[config.mk]
export PLATFORM = sky130hd
export DESIGN_NAME = bcd_display_formatter
export DESIGN_NICKNAME = d
export VERILOG_FILES = /design/src/rtl/disp_pkg.sv /design/src/rtl/seg_decoder.sv /design/src/rtl/bcd_display_formatter.sv
export SDC_FILE = /design/constraint.sdc
export NUM_CORES = 1
export LEC_CHECK = 0
export BUFFER_PORTS_ARGS = -buffer_cell sky130_fd_sc_hd__buf_2
export CAP_MARGIN = 20
export CORE_AREA = 2 2 118 120
export DETAILED_ROUTE_END_ITERATION = 16
export DIE_AREA = 0 0 120 122
export PLACE_DENSITY_LB_ADDON = 0.05
export SETUP_SLACK_MARGIN = 0.02
export SLEW_MARGIN = 5
export SYNTH_ARGS = -nofsm -noshare
export SYNTH_HDL_FRONTEND = slang
export SYNTH_SLANG_ARGS = --single-unit
[constraint.sdc]
create_clock -name clk -period 4.2 [get_ports clk]
set_input_delay 0.42 -clock clk [delete_from_list [all_inputs] [get_ports clk]]
set_output_delay 0.42 -clock clk [all_outputs]
set_load 0.02 [all_outputs]
[src/rtl/disp_pkg.sv]
// Shared constants for the BCD display formatter: segment patterns, conversion sizing,
// FSM state encoding and the double-dabble digit adjust helper.
package disp_pkg;

  localparam int unsigned NumIters  = 16;
  localparam int unsigned NumDigits = 5;
  localparam int unsigned BcdWidth  = 4 * NumDigits;
  localparam int unsigned NumPos    = NumDigits + 1;

  // Active-low {g,f,e,d,c,b,a}
  localparam logic [6:0] Seg0     = 7'b1000000;
  localparam logic [6:0] Seg1     = 7'b1111001;
  localparam logic [6:0] Seg2     = 7'b0100100;
  localparam logic [6:0] Seg3     = 7'b0110000;
  localparam logic [6:0] Seg4     = 7'b0011001;
  localparam logic [6:0] Seg5     = 7'b0010010;
  localparam logic [6:0] Seg6     = 7'b0000010;
  localparam logic [6:0] Seg7     = 7'b1111000;
  localparam logic [6:0] Seg8     = 7'b0000000;
  localparam logic [6:0] Seg9     = 7'b0010000;
  localparam logic [6:0] SegBlank = 7'b1111111;
  localparam logic [6:0] SegMinus = 7'b0111111;

  // Non-decimal character code carried alongside BCD digits to select the minus sign
  localparam logic [3:0] CodeMinus = 4'hA;

  typedef enum logic [1:0] {
    StIdle    = 2'd0,
    StConvert = 2'd1,
    StDone    = 2'd2
  } state_e;

  function automatic logic [BcdWidth-1:0] dabble_adjust(input logic [BcdWidth-1:0] bcd);
    logic [BcdWidth-1:0] adj;
    for (int i = 0; i < int'(NumDigits); i++) begin
      adj[4*i +: 4] = (bcd[4*i +: 4] >= 4'd5) ? bcd[4*i +: 4] + 4'd3 : bcd[4*i +: 4];
    end
    return adj;
  endfunction

endpackage

[src/rtl/seg_decoder.sv]
// Combinational character decoder: BCD digit, minus code or blank to an active-low
// seven-segment pattern.
module seg_decoder
  import disp_pkg::*;
(
  input  logic [3:0] code_i,
  input  logic       blank_i,
  output logic [6:0] seg_o
);

  always_comb begin
    seg_o = SegBlank;
    if (!blank_i) begin
      case (code_i)
        4'd0:      seg_o = Seg0;
        4'd1:      seg_o = Seg1;
        4'd2:      seg_o = Seg2;
        4'd3:      seg_o = Seg3;
        4'd4:      seg_o = Seg4;
        4'd5:      seg_o = Seg5;
        4'd6:      seg_o = Seg6;
        4'd7:      seg_o = Seg7;
        4'd8:      seg_o = Seg8;
        4'd9:      seg_o = Seg9;
        CodeMinus: seg_o = SegMinus;
        default:   seg_o = SegBlank;
      endcase
    end
  end

endmodule

[src/rtl/bcd_display_formatter.sv]
// Converts a signed 16-bit product to a 6-character sign+BCD field with leading-zero
// blanking and presents a scrollable 4-character window to the display scanner.
module bcd_display_formatter
  import disp_pkg::*;
(
  input  logic        clk,
  input  logic        rst,
  input  logic        load,
  input  logic [15:0] product,
  input  logic        scroll_l,
  input  logic        scroll_r,
  output logic [6:0]  seg0,
  output logic [6:0]  seg1,
  output logic [6:0]  seg2,
  output logic [6:0]  seg3,
  output logic        dp0,
  output logic        dp1,
  output logic        dp2,
  output logic        dp3,
  output logic        busy,
  output logic        ready
);

  state_e              state_q, state_d;
  logic [3:0]          cnt_q, cnt_d;
  logic                sign_q, sign_d;
  logic [15:0]         mag_q, mag_d;
  logic [BcdWidth-1:0] bcd_q, bcd_d;
  logic                res_valid_q, res_valid_d;
  logic                res_neg_q, res_neg_d;
  logic [BcdWidth-1:0] res_bcd_q, res_bcd_d;
  logic [1:0]          w_q, w_d;

  logic                done_entry;
  logic [BcdWidth-1:0] bcd_adj;

  assign bcd_adj = dabble_adjust(bcd_q);

  always_comb begin
    state_d     = state_q;
    cnt_d       = cnt_q;
    sign_d      = sign_q;
    mag_d       = mag_q;
    bcd_d       = bcd_q;
    res_valid_d = res_valid_q;
    res_neg_d   = res_neg_q;
    res_bcd_d   = res_bcd_q;
    done_entry  = 1'b0;
    unique case (state_q)
      StIdle, StDone: begin
        if (load) begin
          state_d = StConvert;
          cnt_d   = '0;
          // A set MSB implies a nonzero magnitude, so the sign alone decides the minus
          sign_d  = product[15];
          mag_d   = product[15] ? (~product + 16'd1) : product;
          bcd_d   = '0;
        end
      end
      StConvert: begin
        bcd_d = {bcd_adj[BcdWidth-2:0], mag_q[15]};
        mag_d = {mag_q[14:0], 1'b0};
        cnt_d = cnt_q + 4'd1;
        if (cnt_q == 4'(NumIters - 1)) begin
          state_d     = StDone;
          done_entry  = 1'b1;
          res_valid_d = 1'b1;
          res_neg_d   = sign_q;
          res_bcd_d   = bcd_d;
        end
      end
      default: state_d = StIdle;
    endcase
  end

  always_comb begin
    w_d = w_q;
    if (done_entry) begin
      w_d = 2'd0;
    end else if (scroll_l && !scroll_r && (w_q != 2'd2)) begin
      w_d = w_q + 2'd1;
    end else if (scroll_r && !scroll_l && (w_q != 2'd0)) begin
      w_d = w_q - 2'd1;
    end
  end

  always_ff @(posedge clk or posedge rst) begin
    if (rst) begin
      state_q     <= StIdle;
      cnt_q       <= '0;
      sign_q      <= 1'b0;
      mag_q       <= '0;
      bcd_q       <= '0;
      res_valid_q <= 1'b0;
      res_neg_q   <= 1'b0;
      res_bcd_q   <= '0;
      w_q         <= '0;
    end else begin
      state_q     <= state_d;
      cnt_q       <= cnt_d;
      sign_q      <= sign_d;
      mag_q       <= mag_d;
      bcd_q       <= bcd_d;
      res_valid_q <= res_valid_d;
      res_neg_q   <= res_neg_d;
      res_bcd_q   <= res_bcd_d;
      w_q         <= w_d;
    end
  end

  assign busy  = (state_q == StConvert);
  assign ready = (state_q == StDone);

  // Full character field, position 5 is the sign slot
  logic [3:0] pos_code  [NumPos];
  logic       pos_blank [NumPos];

  always_comb begin
    logic seen;
    seen = 1'b0;
    for (int p = int'(NumDigits) - 1; p >= 0; p--) begin
      pos_code[p]  = res_bcd_q[4*p +: 4];
      seen         = seen | (res_bcd_q[4*p +: 4] != 4'd0) | (p == 0);
      pos_blank[p] = !res_valid_q || !seen;
    end
    pos_code[NumPos-1]  = CodeMinus;
    pos_blank[NumPos-1] = !(res_valid_q && res_neg_q);
  end

  logic [3:0] win_code  [4];
  logic       win_blank [4];
  logic       hidden_left;

  always_comb begin
    logic [2:0] idx;
    hidden_left = 1'b0;
    for (int k = 0; k < 4; k++) begin
      idx          = {1'b0, w_q} + 3'(k);
      win_code[k]  = CodeMinus;
      win_blank[k] = 1'b1;
      if (idx < 3'(NumPos)) begin
        win_code[k]  = pos_code[idx];
        win_blank[k] = pos_blank[idx];
      end
    end
    for (int p = 0; p < int'(NumPos); p++) begin
      if ((3'(p) > ({1'b0, w_q} + 3'd3)) && !pos_blank[p]) begin
        hidden_left = 1'b1;
      end
    end
  end

  logic [6:0] seg_win [4];

  for (genvar k = 0; k < 4; k++) begin : g_dec
    seg_decoder u_dec (
      .code_i  (win_code[k]),
      .blank_i (win_blank[k]),
      .seg_o   (seg_win[k])
    );
  end

  assign seg0 = seg_win[0];
  assign seg1 = seg_win[1];
  assign seg2 = seg_win[2];
  assign seg3 = seg_win[3];

  assign dp0 = (w_q == 2'd0);
  assign dp1 = 1'b1;
  assign dp2 = 1'b1;
  assign dp3 = !hidden_left;

endmodule

Word-level counts from Yosys, hierarchy flattened. Memories as Yosys holds them, arrays and structs flattened. Index checks and enable logic that the tools add are counted.

Flip-flop bits (word level): 67. Latch bits: 0. RAM bits: 0. Memory bits (read-only): 448. Input port bits: 21. Output and inout port bits: 34. Word-level logic and storage cells: 162. Memories: 4.

Memory list: (no name shown) (words 16, bits a word 7, read ports 1, clocked after memory_dff 0, write ports 0, RTL line seg_decoder.sv:14) `case (code_i)`; (no name shown) (words 16, bits a word 7, read ports 1, clocked after memory_dff 0, write ports 0, RTL line seg_decoder.sv:14); (no name shown) (words 16, bits a word 7, read ports 1, clocked after memory_dff 0, write ports 0, RTL line seg_decoder.sv:14); (no name shown) (words 16, bits a word 7, read ports 1, clocked after memory_dff 0, write ports 0, RTL line seg_decoder.sv:14).

$add $sub $neg: 12. Multipliers: 0. Divide/modulo/power cells: 0. $lt $le $gt $ge: 19. Eq/ne operators: 6. Shifts and indexed selects: 0. Multiplexer cells: 62. Bitwise operators: 8. Reductions and logical operators: 42.

Operators with widths (number): $mux 4 (17); $bmux 4 s3 (4); $pmux 20 s2 (1); $mux 16 (2); $pmux 16 s2 (1); $mux 7 (4); $ge 4x3->1 const B (5); $mux 1 (20); $mux 20 (1); $add 16x1->16 const B (1); $add 4x2->4 const B (4); $ge 4x4->1 const B (4); $not 16->16 (1); $reduce_bool 4->1 (4); $logic_not 1->1 (13); $bmux 1 s3 (4); $not 3->4 (3); $logic_and 1x1->1 (11); $mux 2 (5); $lt 3x3->1 const B (3); $pmux 4 s2 (1); $reduce_and 2->1 (4); $add 2x2->3 const B (2); $gt 1x3->1 const A (2); 22 further kinds (32).

Logic depth before layout (Yosys ltp).
Word-level depth: 14. Mapped depth: 14. Depth with buffers taken out: 10.

By module. From an unflattened synthesis, not the netlist that was laid out.

Cells, all modules: 634. Area, all modules: 5177.5 µm².

By module, submodules not included: bcd_display_formatter (times used 1, cells each 498, area an instance 4234.1 µm², seq. area each 1676.6 µm²); seg_decoder at g_dec[0].u_dec ... (times used 3, cells each 34, area an instance 237.7 µm², seq. area each 0.0 µm²); seg_decoder at g_dec[1].u_dec (times used 1, cells each 34, area an instance 230.2 µm², seq. area each 0.0 µm²).

Least setup slack after synthesis. OpenSTA, ideal clock, no wires.

Path type: register to output. From: register w_q[0]. To: output port seg3[5]. Data arrival time: 3.128 ns. Required time: 3.780 ns. Setup slack: 0.652 ns. Stages on the path, launching flop included: 13. Buffers on the path: 3. Cell sequence: dfrtp_1 buf_6 buf_12 inv_2 buf_6 ha_1 nor2b_1 a22oi_1 o32ai_1 inv_1 ha_1 nor2b_1 o311ai_1.

Longest elaborated chain between the ends: 8. Elaborated cells between the ends (all ways): 13. Classes of those cells: add/sub: 1; order compare: 1; mux: 9; bitwise: 1; memory: 1.

Ends and longest elaborated chain: start: declaration (RTL line bcd_display_formatter.sv:32) `logic [1:0] w_q, w_d;`; start signal: assignment (RTL line bcd_display_formatter.sv:107) `w_q <= w_d;`; $add 2x2->3 (*) (RTL line bcd_display_formatter.sv:138) `idx = {1'b0, w_q} + 3'(k);`; $not 3->4 (implied by the code) (RTL line bcd_display_formatter.sv:142, bcd_display_formatter.sv:143); $bmux 4 s3 (RTL line bcd_display_formatter.sv:142) `win_code[k] = pos_code[idx];`; $mux 4 (implied by the code) (2 in series) (RTL line bcd_display_formatter.sv:142); $mux 4 (RTL line bcd_display_formatter.sv:141) `if (idx < 3'(NumPos)) begin`; $mem_v2 16x7; $mux 7 (*) (RTL line seg_decoder.sv:13) `if (!blank_i) begin`; end: declaration (RTL line bcd_display_formatter.sv:15) `output logic [6:0] seg3,`.

Mark *: on every way between the ends. The rest lies on a longest branch, timed or not. The select of a mux whose other input is x is not followed.

Final worst setup path.
From: register w_q[1]. To: output port seg1[6].

Longest elaborated chain between the ends: 8. Elaborated cells between the ends (all ways): 13. Classes of those cells: add/sub: 1; order compare: 1; mux: 9; bitwise: 1; memory: 1.

Ends and longest elaborated chain: $add 2x1->3 (*) (RTL line bcd_display_formatter.sv:138); $not 3->4 (implied by the code) (RTL line bcd_display_formatter.sv:142, bcd_display_formatter.sv:143); $bmux 4 s3 (RTL line bcd_display_formatter.sv:142); $mux 4 (implied by the code) (2 in series) (RTL line bcd_display_formatter.sv:142); $mux 4 (RTL line bcd_display_formatter.sv:141); $mem_v2 16x7; $mux 7 (*) (RTL line seg_decoder.sv:13); end: declaration (RTL line bcd_display_formatter.sv:13) `output logic [6:0] seg1,`.

Marks and branches as above.

==> results_tabular.tex <==
\begin{tabular}{lr}
\hline
Metric & Value \\
\hline
\multicolumn{2}{l}{\textbf{Floorplanning}} \\
Starting density of the core & 39.03\% \\
I/O pins & 55 \\
Area of the core & 13,500 sq um \\
Rows & 43 \\
Total die area & 14,640 sq um \\
Die width & 120 microns \\
Chip Height & 122 microns \\
\multicolumn{2}{l}{\textbf{Clock network}} \\
Worst-Skew Late Latency & 0.33 ns \\
Number of buffers added by the clock tree synthesis step & 9 \\
H-tree levels & 3 \\
Clk root buf & sky130\_fd\_sc\_hd\_\_clkbuf\_16 \\
Maximum root-to-sink buffer count & 2 \\
Clock tree from TritonCTS & done \\
Clock net sink count & 67 \\
CTS clock-pin slew for the worst setup and hold paths & 0.05 ns \\
\multicolumn{2}{l}{\textbf{Timing}} \\
Final setup violation count & 0 \\
Max-slew headroom & 40.05\% \\
Clock Skews & 0.006403 ns \\
Unrepaired setup endpoints after global routing & false \\
Final-report hold violation count & 0 \\
Portion of the clock cycle consumed by the worst path in the final layout & 90.14\% \\
Slew at the pin closest to its max-slew limit & 0.8987 ns \\
Number of pins with negative max-slew slack in the final report & 0 \\
Fmax & 264.2 MHz \\
Final critical path time including I/O delays and setup & 3.786 ns \\
Minimum setup slack in the final design & 0.4143 ns \\
Setup total negative slack & 0 ns \\
\multicolumn{2}{l}{\textbf{Final layout}} \\
Number of filler cells placed in the layout & 1,380 \\
Sequential standard cell area & 1678 sq um \\
Area overhead of the layout relative to synthesis & 13.91\% \\
Number of nets at the end of the flow & 712 \\
Fraction of final layout cells sized beyond drive strength 1 & 16.59\% \\
Cell area after layout & 6003 sq um \\
Area of the multi-input gates & 3313 sq um \\
Ant diodes & 0 \\
\multicolumn{2}{l}{\textbf{Logic synthesis}} \\
Area share of the leading cell type in the synthesized netlist & 31.81\% \\
Synthesized instance count & 610 \\
Synth cell types & 77 \\
Per-instance average area after synthesis & 8.639 sq um \\
Cells taking the most area after synthesis & sky130\_fd\_sc\_hd\_\_dfrtp\_1 (32\%), sky130\_fd\_sc\_hd\_\_ha\_1 (9.3\%), sky130\_fd\_sc\_hd\_\_nand2\_1 (6.3\%) \\
Part of the Yosys area used for sequential elements & 31.81\% \\
Seq cells post-synth & 67 \\
Biggest area consumer among synthesized cells & sky130\_fd\_sc\_hd\_\_dfrtp\_1 \\
Number of enable-type register cells in the synthesized netlist & 0 \\
Post-Synthesis Cell Area & 5270 sq um \\
Yosys warnings & 0 \\
Most common flop cell mapped by yosys & sky130\_fd\_sc\_hd\_\_dfrtp\_1 \\
Async SR Flop Fraction & 100.0\% \\
\multicolumn{2}{l}{\textbf{Setup path}} \\
Category of the critical setup timing path & reg2out \\
Worst reg2reg startpoint & state\_q[1]\$\_DFFE\_PP0P\_ \\
Crit path buffers/inverters & 4 \\
CP Capture Type & output port \\
CP top delay family & adder cells \\
Source of the critical timing path & w\_q[1]\$\_DFFE\_PP0P\_ \\
Crit path required time & 3.78 ns \\
Register-to-register setup slack & 1.76 ns \\
R2R depth & 8 \\
Slowest-stage cell, CP & sky130\_fd\_sc\_hd\_\_dfrtp\_2 \\
CP max FO & 13 \\
Slowest stage delay, CP & 0.51 ns \\
Ordered cell list for the critical path & inv\_2 -> ha\_2 -> buf\_4 -> mux2i\_1 -> o32ai\_1 -> a31oi\_1 -> inv\_1 -> ha\_1 -> nor4b\_1 -> a22oi\_1 -> buf\_2 \\
CP Launch Type & register \\
WP data arrival & 3.37 ns \\
Worst flop-to-flop path endpoint & mag\_q[11]\$\_DFFE\_PP0P\_ \\
\multicolumn{2}{l}{\textbf{Run status}} \\
Status & completed \\
\multicolumn{2}{l}{\textbf{Detailed routing}} \\
Total iterations of the first detailed-routing run & 5 \\
Routed via count divided by cell count & 5.477 \\
Overall via count from detail\_route & 4,584 \\
Detailed router's first-iteration violation count & 290 \\
Routed WL per cell & 15.70 microns \\
Final routed wirelength across all metal layers & 13,140 microns \\
Remaining antenna violation count & 0 \\
DRC violations left & 0 \\
\multicolumn{2}{l}{\textbf{Global routing}} \\
Initial antenna violation count & 0 \\
Number of global-route vias before repair & 4,288 \\
GRT Util Overall & 18.77\% \\
Global-route wire length before repair & 22,200 microns \\
Maximum number of pins on one net before global-route repair & 38 \\
Total overflow reported by the global router & 0 \\
\multicolumn{2}{l}{\textbf{Worst hold path}} \\
Hold Crit Class & in2async \\
\multicolumn{2}{l}{\textbf{Placed design}} \\
Buffers on Ports & 52 \\
Post-placement setup slack & 0.4144 ns \\
Weighted congestion at the end of routability-driven global placement & 0.8817 \\
Placed inst area & 5664 sq um \\
Final HPWL from detailed placement & 9777 microns \\
\multicolumn{2}{l}{\textbf{Run}} \\
Max-capacitance violation count & 0 \\
\hline
\end{tabular}
routing by layer:
metal	routed length (microns)	GRT usage, %	part of all wire (%)
met1	6292	26.45	48
met2	6085	29.15	46
met3	508	2.903	3.9
met4	251	6.838	1.9
met5	0	0	0
worst register-to-register path, stage by stage (launching register included):
cell and delay, ns:
sky130_fd_sc_hd__dfrtp_1 0.37, sky130_fd_sc_hd__nand2b_1 0.40, sky130_fd_sc_hd__inv_1 0.51, sky130_fd_sc_hd__buf_4 0.29
sky130_fd_sc_hd__nor2_4 0.06, sky130_fd_sc_hd__buf_4 0.21, sky130_fd_sc_hd__a22o_1 0.25, sky130_fd_sc_hd__a21oi_1 0.11
sky130_fd_sc_hd__o21ai_0 0.10
repair_timing:
| item | 4_1_cts | 5_1_grt |
|---|---|---|
| hold buffers | 0 | 0 |
| setup endpoints to repair | 0 | 11 |
| setup buffers | 0 | 0 |
| resized for setup | 0 | 3 |
per-stage QoR:
stage | cells | utilization (%) | hold slack, ns
floorplan | 611 | - | 0.4386
global placement | 821 | 41.94 | 0.4676
detailed placement | 821 | 41.94 | 0.4632
CTS | 837 | 44.37 | 0.2820
global route | 837 | 44.45 | 0.3229
finish | 837 | 44.45 | 0.2534
synthesized netlist by cell type, types with 2 or more instances:
cell	number
sky130_fd_sc_hd__nand2_1	89
sky130_fd_sc_hd__dfrtp_1	67
sky130_fd_sc_hd__o21ai_0	64
sky130_fd_sc_hd__ha_1	39
sky130_fd_sc_hd__a21oi_1	30
sky130_fd_sc_hd__inv_1	30
sky130_fd_sc_hd__mux2i_1	27
sky130_fd_sc_hd__nor2_1	19
sky130_fd_sc_hd__a22o_1	17
sky130_fd_sc_hd__nand3_1	17
sky130_fd_sc_hd__a22oi_1	16
sky130_fd_sc_hd__nor3_1	14
sky130_fd_sc_hd__nor3b_1	14
sky130_fd_sc_hd__nand2b_1	13
sky130_fd_sc_hd__xnor2_1	12
sky130_fd_sc_hd__clkbuf_1	11
sky130_fd_sc_hd__nor2b_1	11
sky130_fd_sc_hd__buf_2	9
sky130_fd_sc_hd__mux2_2	7
sky130_fd_sc_hd__o21ai_1	7
sky130_fd_sc_hd__xor2_1	6
sky130_fd_sc_hd__and2_1	5
sky130_fd_sc_hd__buf_1	5
sky130_fd_sc_hd__nor4_1	5
sky130_fd_sc_hd__o211ai_1	5
sky130_fd_sc_hd__o311ai_1	5
sky130_fd_sc_hd__buf_4	4
sky130_fd_sc_hd__and3_1	3
sky130_fd_sc_hd__a211oi_2	2
sky130_fd_sc_hd__a221o_1	2
sky130_fd_sc_hd__buf_6	2
sky130_fd_sc_hd__inv_2	2
sky130_fd_sc_hd__mux2_4	2
sky130_fd_sc_hd__nand3b_1	2
sky130_fd_sc_hd__nor4_2	2
sky130_fd_sc_hd__o221ai_1	2
sky130_fd_sc_hd__o31ai_1	2
sky130_fd_sc_hd__o32ai_1	2
flip-flops by register name, indices dropped and copies added, names as in the netlist:
name         flops
bcd_q           20
res_bcd_q       20
mag_q           16
cnt_q            4
state_q          2
w_q              2
res_neg_q        1
res_valid_q      1
sign_q           1
placed cells by master, fill, tap and decap left out, types with 6 or more instances in the layout:
master / count
sky130_fd_sc_hd__inv_1: 29
sky130_fd_sc_hd__a22o_1: 17
sky130_fd_sc_hd__o21ai_0: 64
sky130_fd_sc_hd__mux2_2: 7
sky130_fd_sc_hd__buf_2: 52
sky130_fd_sc_hd__nor2b_1: 11
sky130_fd_sc_hd__ha_1: 38
sky130_fd_sc_hd__nor2_1: 18
sky130_fd_sc_hd__xor2_1: 6
sky130_fd_sc_hd__nor3b_1: 14
sky130_fd_sc_hd__nand3_1: 17
sky130_fd_sc_hd__nand2b_1: 13
sky130_fd_sc_hd__buf_4: 10
sky130_fd_sc_hd__nor3_1: 14
sky130_fd_sc_hd__dfrtp_1: 66
sky130_fd_sc_hd__nand2_1: 89
sky130_fd_sc_hd__clkbuf_16: 9
sky130_fd_sc_hd__mux2i_1: 27
sky130_fd_sc_hd__xnor2_1: 12
sky130_fd_sc_hd__o21ai_1: 7
sky130_fd_sc_hd__a22oi_1: 16
sky130_fd_sc_hd__a21oi_1: 30
worst max-delay path by stage:
| stage | depth (start not counted) | to | slack [ns] |
|---|---|---|---|
| 6_report | 11 | seg1[6] | 0.41 |
| 5_1_grt | 10 | seg3[5] | 0.06 |
| 4_1_cts | 10 | seg3[5] | 0.02 |
| 3_5_place_dp | 10 | seg3[5] | 0.41 |
| 3_3_place_gp | 10 | seg3[5] | 0.51 |
| 2_1_floorplan | 12 | seg3[5] | 0.65 |
final cells by class:
cell class / count / share of cell area (%)
inverter: 33 / 2.063
timing repair buffer: 62 / 5.586
sequential: 67 / 27.95
multi-input combinational: 479 / 55.19
tap: 180 / 3.752
clock buffer: 10 / 3.981
clock inverter: 6 / 1.480
cells by family after synthesis:
group / synth area share [%]
xor+xnor: 2.991
compound gates: 22.60
other cells: 0.07116
simple gates: 19.28
buf+inv: 5.722
fa+ha+maj: 9.259
flops: 31.81
mux: 8.262
Power is not shown: default switching activity piles up to over one toggle a cycle in this logic, so the estimate is an artifact.
